==> config.mk <==
export PLATFORM = sky130hd
export DESIGN_NAME = mux_latch_bank
export DESIGN_NICKNAME = d
export VERILOG_FILES = /design/src/rtl/mux_latch_bank.sv
export SDC_FILE = /design/constraint.sdc
export NUM_CORES = 1
export LEC_CHECK = 0
export BUFFER_PORTS_ARGS = -buffer_cell sky130_fd_sc_hd__buf_4
export CAP_MARGIN = 20
export CORE_ASPECT_RATIO = 1.75
export CORE_MARGIN = 3
export CORE_UTILIZATION = 45
export DETAILED_ROUTE_END_ITERATION = 12
export REMOVE_ABC_BUFFERS = 1
export SYNTH_ARGS = -nofsm -noshare
export SYNTH_HDL_FRONTEND = slang
export SYNTH_SLANG_ARGS = --single-unit
==> constraint.sdc <==
create_clock -name io_in -period 2.4 [get_ports io_in]
set_input_delay 0.12 -clock io_in [delete_from_list [all_inputs] [get_ports io_in]]
set_output_delay 0.12 -clock io_in [all_outputs]
set_load 0.01 [all_outputs]
==> src/rtl/mux_latch_bank.sv <==
// Bank of up to four mux/xor/latch channels with a serially loaded, double-buffered config.
// Define LATCH_DEBOUNCE_EN to require two consecutive qualifying samples before latching.
module mux_latch_bank #(
  parameter int unsigned CHANNELS = 4
) (
  input  logic [7:0] io_in,
  output logic [7:0] io_out
);

  localparam int unsigned CfgW = 3 * CHANNELS;

`ifdef LATCH_DEBOUNCE_EN
  localparam logic DebounceEn = 1'b1;
`else
  localparam logic DebounceEn = 1'b0;
`endif

  typedef enum logic [1:0] {StIdle, StArmed, StLatched} state_e;

  logic clk, rst, a, b, cfg_bit, cfg_shift, cfg_commit, clear;
  assign clk        = io_in[0];
  assign rst        = io_in[1];
  assign a          = io_in[2];
  assign b          = io_in[3];
  assign cfg_bit    = io_in[4];
  assign cfg_shift  = io_in[5];
  assign cfg_commit = io_in[6];
  assign clear      = io_in[7];

  logic [CfgW-1:0] shadow_q, shadow_d, active_q, active_d;
  logic            shift_prev_q, commit_prev_q;
  logic            pending_q, pending_d;
  logic            x0_q, evt_tgl_q, evt_tgl_d, any_q, any_d;
  state_e          state_q [CHANNELS];
  state_e          state_d [CHANNELS];
  logic [CHANNELS-1:0] x;
  logic [3:0]      flag;
  logic            shift_edge, commit_edge;

  assign shift_edge  = cfg_shift & ~shift_prev_q;
  assign commit_edge = cfg_commit & ~commit_prev_q;

  for (genvar i = 0; i < CHANNELS; i++) begin : g_x
    assign x[i] = (active_q[3*i] ? b : a) ^ active_q[3*i+1];
  end

  for (genvar i = 0; i < 4; i++) begin : g_flag
    if (i < CHANNELS) begin : g_used
      assign flag[i] = (state_q[i] == StLatched);
    end else begin : g_tied
      assign flag[i] = 1'b0;
    end
  end

  // Commit captures the pre-shift shadow, so a coincident shift is not lost nor committed early.
  always_comb begin
    shadow_d  = shadow_q;
    active_d  = active_q;
    pending_d = pending_q;
    if (shift_edge) begin
      shadow_d  = {cfg_bit, shadow_q[CfgW-1:1]};
      pending_d = 1'b1;
    end
    if (commit_edge) begin
      active_d  = shadow_q;
      pending_d = 1'b0;
    end
  end

  always_comb begin
    logic entered;
    entered = 1'b0;
    any_d   = 1'b0;
    for (int i = 0; i < CHANNELS; i++) begin
      state_d[i] = state_q[i];
      if (clear) begin
        state_d[i] = StIdle;
      end else begin
        unique case (state_q[i])
          StIdle: begin
            if (active_q[3*i+2] && x[i]) state_d[i] = DebounceEn ? StArmed : StLatched;
          end
          StArmed: begin
            if (!active_q[3*i+2] || !x[i]) state_d[i] = StIdle;
            else                           state_d[i] = StLatched;
          end
          StLatched: state_d[i] = StLatched;
          default:   state_d[i] = StIdle;
        endcase
      end
      if (state_d[i] == StLatched && state_q[i] != StLatched) entered = 1'b1;
      if (state_d[i] == StLatched) any_d = 1'b1;
    end
    evt_tgl_d = evt_tgl_q ^ entered;
  end

  always_ff @(posedge clk) begin
    if (rst) begin
      shadow_q      <= '0;
      active_q      <= '0;
      shift_prev_q  <= 1'b0;
      commit_prev_q <= 1'b0;
      pending_q     <= 1'b0;
      x0_q          <= 1'b0;
      evt_tgl_q     <= 1'b0;
      any_q         <= 1'b0;
      for (int i = 0; i < CHANNELS; i++) state_q[i] <= StIdle;
    end else begin
      shadow_q      <= shadow_d;
      active_q      <= active_d;
      shift_prev_q  <= cfg_shift;
      commit_prev_q <= cfg_commit;
      pending_q     <= pending_d;
      x0_q          <= x[0];
      evt_tgl_q     <= evt_tgl_d;
      any_q         <= any_d;
      for (int i = 0; i < CHANNELS; i++) state_q[i] <= state_d[i];
    end
  end

  assign io_out = {evt_tgl_q, x0_q, pending_q, any_q, flag};

endmodule

# Yosys cells after proc, flatten, opt, wreduce, memory -nomap -nowiden
# Memories as Yosys holds them, arrays and structs flattened.
# Cells that the tools add are included.
# Widths: inputs -> output; s select.
dict set report totals {
  register_bits 30
  mem_bits_rw 8
  inputBits 8
  output_inout_bits 8
  wordCells 98
  mem_count 1
}
dict set report op_classes {
  eq_ne 16
  muxes 35
  bitwise_logic 13
  reduce_logical 25
}
# name depth word_bits rd rd_clocked_by_memory_dff write_ports line_no
set mem_list {}
lappend mem_list {state_q 4 2 4 0 4 34} ;# state_e state_q [CHANNELS];
# operator count
set ops {}
lappend ops {{$mux 2} 16}
lappend ops {{$pmux 2 s3} 4}
lappend ops {{$eq 2x2->1 const B} 8}
lappend ops {{$mux 1} 15}
lappend ops {{$eq 2x1->1 const B} 4}
lappend ops {{$logic_and 1x1->1} 8}
lappend ops {{$logic_not 1->1} 8}
lappend ops {{$logic_not 2->1} 4}
lappend ops {{$ne 2x2->1 const B} 4}
lappend ops {{$xor 1x1->1} 5}
lappend ops {{$logic_or 1x1->1} 4}
lappend ops {{$or 1x1->1} 4}
lappend ops {{$and 1x1->1} 2}
lappend ops {{$not 1->1} 2}
lappend ops {{$reduce_or 2->1} 1}

# Longest topological paths before layout
# Gate-level depths: netlist (run 1).
dict set report depth {
  depth_word 14
  mapped_depth 4
  depth_no_buf 4
}

# Worst setup path before layout (run 1)
# No wires, ideal clock.
dict set report synth_timing {
  kind {reg-to-reg}
  start {register active_q[0]}
  end {register evt_tgl_q}
  setup_ns 0.121
  t_arrival_ns 1.264
  required_ns 2.279
  setup_slack_ns 1.015
  path_stages_with_launch 5
  period_less_slack_ns 1.385
  cell_sequence {dfxtp_1 > mux2i_1 > mux2i_1 > a41oi_2 > mux2_4}
}
dict set report synth_between {
  elab_chain_cells 14
  word_cells_on_any_way 16
  classes_between {eq/ne (1); mux (9); bitwise (2); reduce/logical (4)}
}
# element line_no
set synth_lines {}
lappend synth_lines {{from (decl)} 30} ;# logic [CfgW-1:0] shadow_q, shadow_d, active_q, active_d;
lappend synth_lines {{from (signal assigned)} 110} ;# active_q <= active_d;
lappend synth_lines {{$mux 1 *} 44} ;# assign x[i] = (active_q[3*i] ? b : a) ^ active_q[3*i+1];
lappend synth_lines {{$xor 1x1->1 *} 44}
lappend synth_lines {{$logic_not 1->1} 84} ;# if (!active_q[3*i+2] || !x[i]) state_d[i] = StIdle;
lappend synth_lines {{$logic_or 1x1->1} 84}
lappend synth_lines {{$mux 2} 84}
lappend synth_lines {{$pmux 2 s3 *} 79} ;# unique case (state_q[i])
lappend synth_lines {{$mux 2 *} 76} ;# if (clear) begin
lappend synth_lines {{$eq 2x2->1 *} 91} ;# if (state_d[i] == StLatched && state_q[i] != StLatched) entered = 1'b1;
lappend synth_lines {{$logic_and 1x1->1 *} 91}
lappend synth_lines {{$mux 1 * (4 in a row)} 91}
lappend synth_lines {{$xor 1x1->1 *} 94} ;# evt_tgl_d = evt_tgl_q ^ entered;
lappend synth_lines {{to (signal assigned)} 115} ;# evt_tgl_q <= evt_tgl_d;
lappend synth_lines {{to (decl)} 33} ;# logic x0_q, evt_tgl_q, evt_tgl_d, any_q, any_d;
# Every way passes the cells marked *; elsewhere a longest branch is shown, timed or not.
# A chain may end at the register's enable or synchronous reset.

==> summary.md, run 1 <==
| Metric | Value |
|---|---|
| FF+latch count, synth | 38 |
| Kind of critical path | clock port to register |
| CTS tree | yes |
| Endpoints failing hold | 1 |
| Final Setup Violations | 3 |
| Most common cell on crit path | buf_8 |
| Die width | 48.9 um |
| Failing checks | design-rule violations, negative hold slack, negative setup slack |
| Layout cells sized above 1 | 38.6% |
| Pin count of the biggest net entering global routing | 11 |
| Power Density | 1810 mW/mm2 |
| GRT Residual Overflow | 0 |
| Critical Path Sink Type | register |
| Worst-path cell chain | buf_8 -> buf_8 -> mux2i_4 -> buf_8 -> mux2i_4 -> buf_8 -> buf_8 -> nor2b_4 -> buf_6 -> buf_8 -> nor2_4 |
| Distinct cells, synth | 19 |
| Syn. warnings | 0 |
| Most frequent cells in the layout | 49 x nand2_1, 49 x clkbuf_8, 38 x dfxtp_1 |
| Hold crit path type | clock port to register |
| Synth area leaders | dfxtp_1 52%, nand2_1 13%, a21oi_1 8.6% |
| Later-pin clock latency in the skew report | 0.31 ns |
| Cell Area, Synth | 0.00145 mm2 |
| Worst Clk Skew | 0.0145 ns |
| Rows | 26 |
| Initial antenna violation count | 1 |
| Slowest CP cell | mux2i_4 |
| Routed wire length | 7690 um |
| Pre-Repair DR Iteration Count | 13 |
| Post-DP HPWL | 1820 um |
| Yosys top cell area share | 52.4% |
| I/O Buffers | 8 |
| Routability cong. | 0.664 |
| Placed standard-cell area | 0.00152 mm2 |
| Pleak | 0.00120 uW |
| Synthesis-to-finish area growth | 86.2% |
| Max incr delay on CP | 0.26 ns |
| Max_cap viols | 0 |
| # DRC | 5 |
| Met3 usage | 42.8% |
| Fin area | 0.00270 mm2 |
| Part of the Yosys area used for sequential elements | 52.4% |
| Global-route wire length before repair | 10400 um |
| Grt met1 use | 14.0% |
| Top Usage Layer GRT | met4 |
| Met2 usage | 45.9% |
| CP startpoint kind | clock port |
| Synth Instances | 167 |
| Worst VDD drop | 1370 uV |
| Final Worst Setup Slack | -0.0597 ns |
| # nets final | 244 |
| Total Die Area | 0.00397 mm2 |
| Area of the core | 0.00299 mm2 |
| TNS Setup | -0.125 ns |
| Final ANT Viol Nets | 0 |
| Worst EP arrival | 2.66 ns |
| Vias in the first global route | 2572 |
| Status | finished, violations left |
| WL/cell | 25.9 um |
| Die height | 81.1 um |
| Largest fanout on the critical path | 2 |
| IO Count | 16 |
| DRT iter0 DRCs | 515 |
| Initial Util | 48.5% |
| Yosys top cell by area | dfxtp_1 |
| Tot GR Track Use | 37.3% |
| Clk pin slew, worst setup/hold paths | 0.07 ns |
| DR vias | 1975 |
| Max-slew violation count | 0 |
| Cts-stage hold buffer count | 0 |
| Avg Cell Area, Syn | 8.69 um2 |
| Worst EP required | 2.61 ns |
| RSZ-0062 raised after global routing | true |
| Hold WS | -0.133 ns |
| Via/cell ratio | 6.65 |
[repair_timing]
action	in CTS	in global routing
gates resized for setup	20	17
endpoints found under the setup margin	6	5
buffers inserted	1	3
pin swaps	2	2
gates cloned	0	0
[stage by stage]
step / utilization (%) / power, uW / setup WS, ns / cells / hold WS, ns
floorplan: - / 1430 / 0.194 / 159 / 0.0691
global placement: 50.7 / 1430 / 0.194 / 209 / 0.0691
detailed placement: 50.7 / 1430 / 0.194 / 209 / 0.0691
CTS: 88.3 / 4600 / -0.177 / 293 / -0.126
global route: 90.3 / 5110 / -0.114 / 297 / -0.0605
finish: 90.3 / 4900 / -0.0597 / 297 / -0.133
[power breakdown]
group	switching, uW	total [uW]	internal, uW	leakage (uW)
Combinational	1.20	1.20	0.00418	0.000101
Clock	1980	4210	2230	0.000778
Sequential	2.34	691	689	0.000323
Total	1980	4900	2920	0.00120
[kinds of logic (layout without fill, tap and decap cells)]
family	count (synthesis)	after routing	share of synthesized area [%]
compound gates	27	27	10.3
buf+inv	11	95	4.05
flops	38	38	52.4
mux	9	9	6.55
other cells	1	5	0.258
simple gates	81	81	26.4
[Yosys cell counts]
cell       n
a21oi_1   25
a41oi_1    1
a41oi_2    1
and3b_1    4
buf_1      3
buf_2      2
buf_4      4
clkbuf_1   2
conb_1     1
dfxtp_1   38
mux2_4     1
mux2i_1    8
nand2_1   49
nand2b_1   2
nor2_1     6
nor2b_1   13
nor3_1     1
nor3b_1    4
or2_2      2
[sequential cells by signal (all words and copies together), names as in the netlist]
name and flops:
pending_q 1, state_q 8, any_q 1, commit_prev_q 1, shift_prev_q 1, evt_tgl_q 1
active_q 12, shadow_q 12, x0_q 1
[critical path: cells and delay by family]
kind / cells / cell delay [ns]
buffers and inverters: 7 / 0.82
muxes: 2 / 0.43
and+or+nand+nor: 2 / 0.22
[path summary, 6_finish.rpt]
kind,startpoint,end,slack [ns],cells after the start
max,io_in[2],state_q[0][1],-0.06,11
min,io_in[4],shadow_q[11],-0.13,2
max reg2reg,active_q[0],state_q[0][1],0.51,9
min reg2reg,shadow_q[5],shadow_q[5],0.48,2
[final cells by class]
class	count	area, um2
fill	113	290
sequential	38	761
timing repair buffer	8	60.1
tap	42	52.6
clock inverter	10	120
antenna	1	2.50
multi-input combinational	121	751
clock buffer	77	956
[per-layer routing]
metal  wire length, um  part of all wire (%)
met4               876                    11
met3              1140                    15
met1              2340                    30
met2              3290                    43
met5                36                  0.47
Power figures use the tool's default switching activity.
==> run 2, diff against run 1 <==
--- a/config.mk
+++ b/config.mk
@@ -5,6 +5,7 @@
 export SDC_FILE = /design/constraint.sdc
 export NUM_CORES = 1
 export LEC_CHECK = 0
+export ABC_AREA = 1
 export BUFFER_PORTS_ARGS = -buffer_cell sky130_fd_sc_hd__buf_4
 export CAP_MARGIN = 20
 export CORE_ASPECT_RATIO = 1.75
==> summary.md, run 2 <==
| Metric | Value |
|---|---|
| Cell Area, Synth | 0.00150 mm2 (was 0.00145 mm2) |
| Initial Util | 47.1% (was 48.5%) |
| Routability cong. | 0.684 (was 0.664) |
| Yosys top cell area share | 50.9% (was 52.4%) |
| Commonest cells post-synth | 42 x nor2_1, 38 x dfxtp_1, 28 x inv_1, 26 x o21ai_0, 24 x nand2_1 (was 49 x nand2_1, 38 x dfxtp_1, 25 x a21oi_1, 13 x nor2b_1, 8 x mux2i_1) |
| Die width | 49.6 um (was 48.9 um) |
| Xor-xnor portion of the synthesized cell area | 0% (unchanged) |
| Post-DP HPWL | 1930 um (was 1820 um) |
| Synth area leaders | dfxtp_1 51%, nor2_1 11%, o21ai_0 8.7% (was dfxtp_1 52%, nand2_1 13%, a21oi_1 8.6%) |
| Status | did not finish (was finished, violations left) |
| Synth Instances | 203 (was 167) |
| Distinct cells, synth | 20 (was 19) |
| Adder-Cell Fraction of Synth Area | 0% (unchanged) |
| Part of the Yosys area used for sequential elements | 50.9% (was 52.4%) |
| Ys async rst share | 0% (unchanged) |
| Yosys top cell by area | dfxtp_1 (unchanged) |
| Post-synthesis simple-gate area fraction | 22.7% (was 26.4%) |
| Syn. warnings | 0 (unchanged) |
| Tool error | [ERROR DPL-0038] Utilization greater than 100%, impossible to legalize |
| IO Count | 16 (unchanged) |
| I/O Buffers | 8 (unchanged) |
| Most frequent cell after synthesis | nor2_1 (was nand2_1) |
| Main synth FF type | dfxtp_1 (unchanged) |
| Post-synthesis mux area share | 0% (was 6.55%) |
| Avg Cell Area, Syn | 7.37 um2 (was 8.69 um2) |
| Die height | 82.3 um (was 81.1 um) |
| FF+latch count, synth | 38 (unchanged) |
| Post-synth EDFFs | 0 (unchanged) |
| Compound-Gate Fraction of Synth Area | 14.7% (was 10.3%) |
| Rows | 27 (was 26) |
| Fail Step | 4_1_cts |
| Largest family of logic cells by synthesized area | simple AND/OR/NAND/NOR gates (unchanged) |
==> run 2: cell types whose count changed after synthesis, moves of 5 or more <==
| cell | delta |
|---|---|
| nor2_1 | +36 |
| mux2i_1 | -8 |
| nand2_1 | -25 |
| inv_1 | +28 |
| o21ai_0 | +26 |
| a21oi_1 | -9 |
| nand3_1 | +5 |
| nor2b_1 | -13 |
==> run 2: cell families after synthesis <==
logic type / count (synthesis)
DFF: 38
buffers and inverters: 39
and+or+nand+nor: 81
AOI/OAI and AO/OA: 44
other: 1
==> run 2: through the flow <==
stage / setup WS [ns] / cells / area (um2) / utilization (%) / hold WS [ns]
after floorplan: 0.481 / 195 / 1440 / - / 0.0691
after global placement: 0.481 / 246 / 1550 / 48.9 / 0.0691
after detailed placement: 0.481 / 246 / 1550 / 48.9 / 0.0691
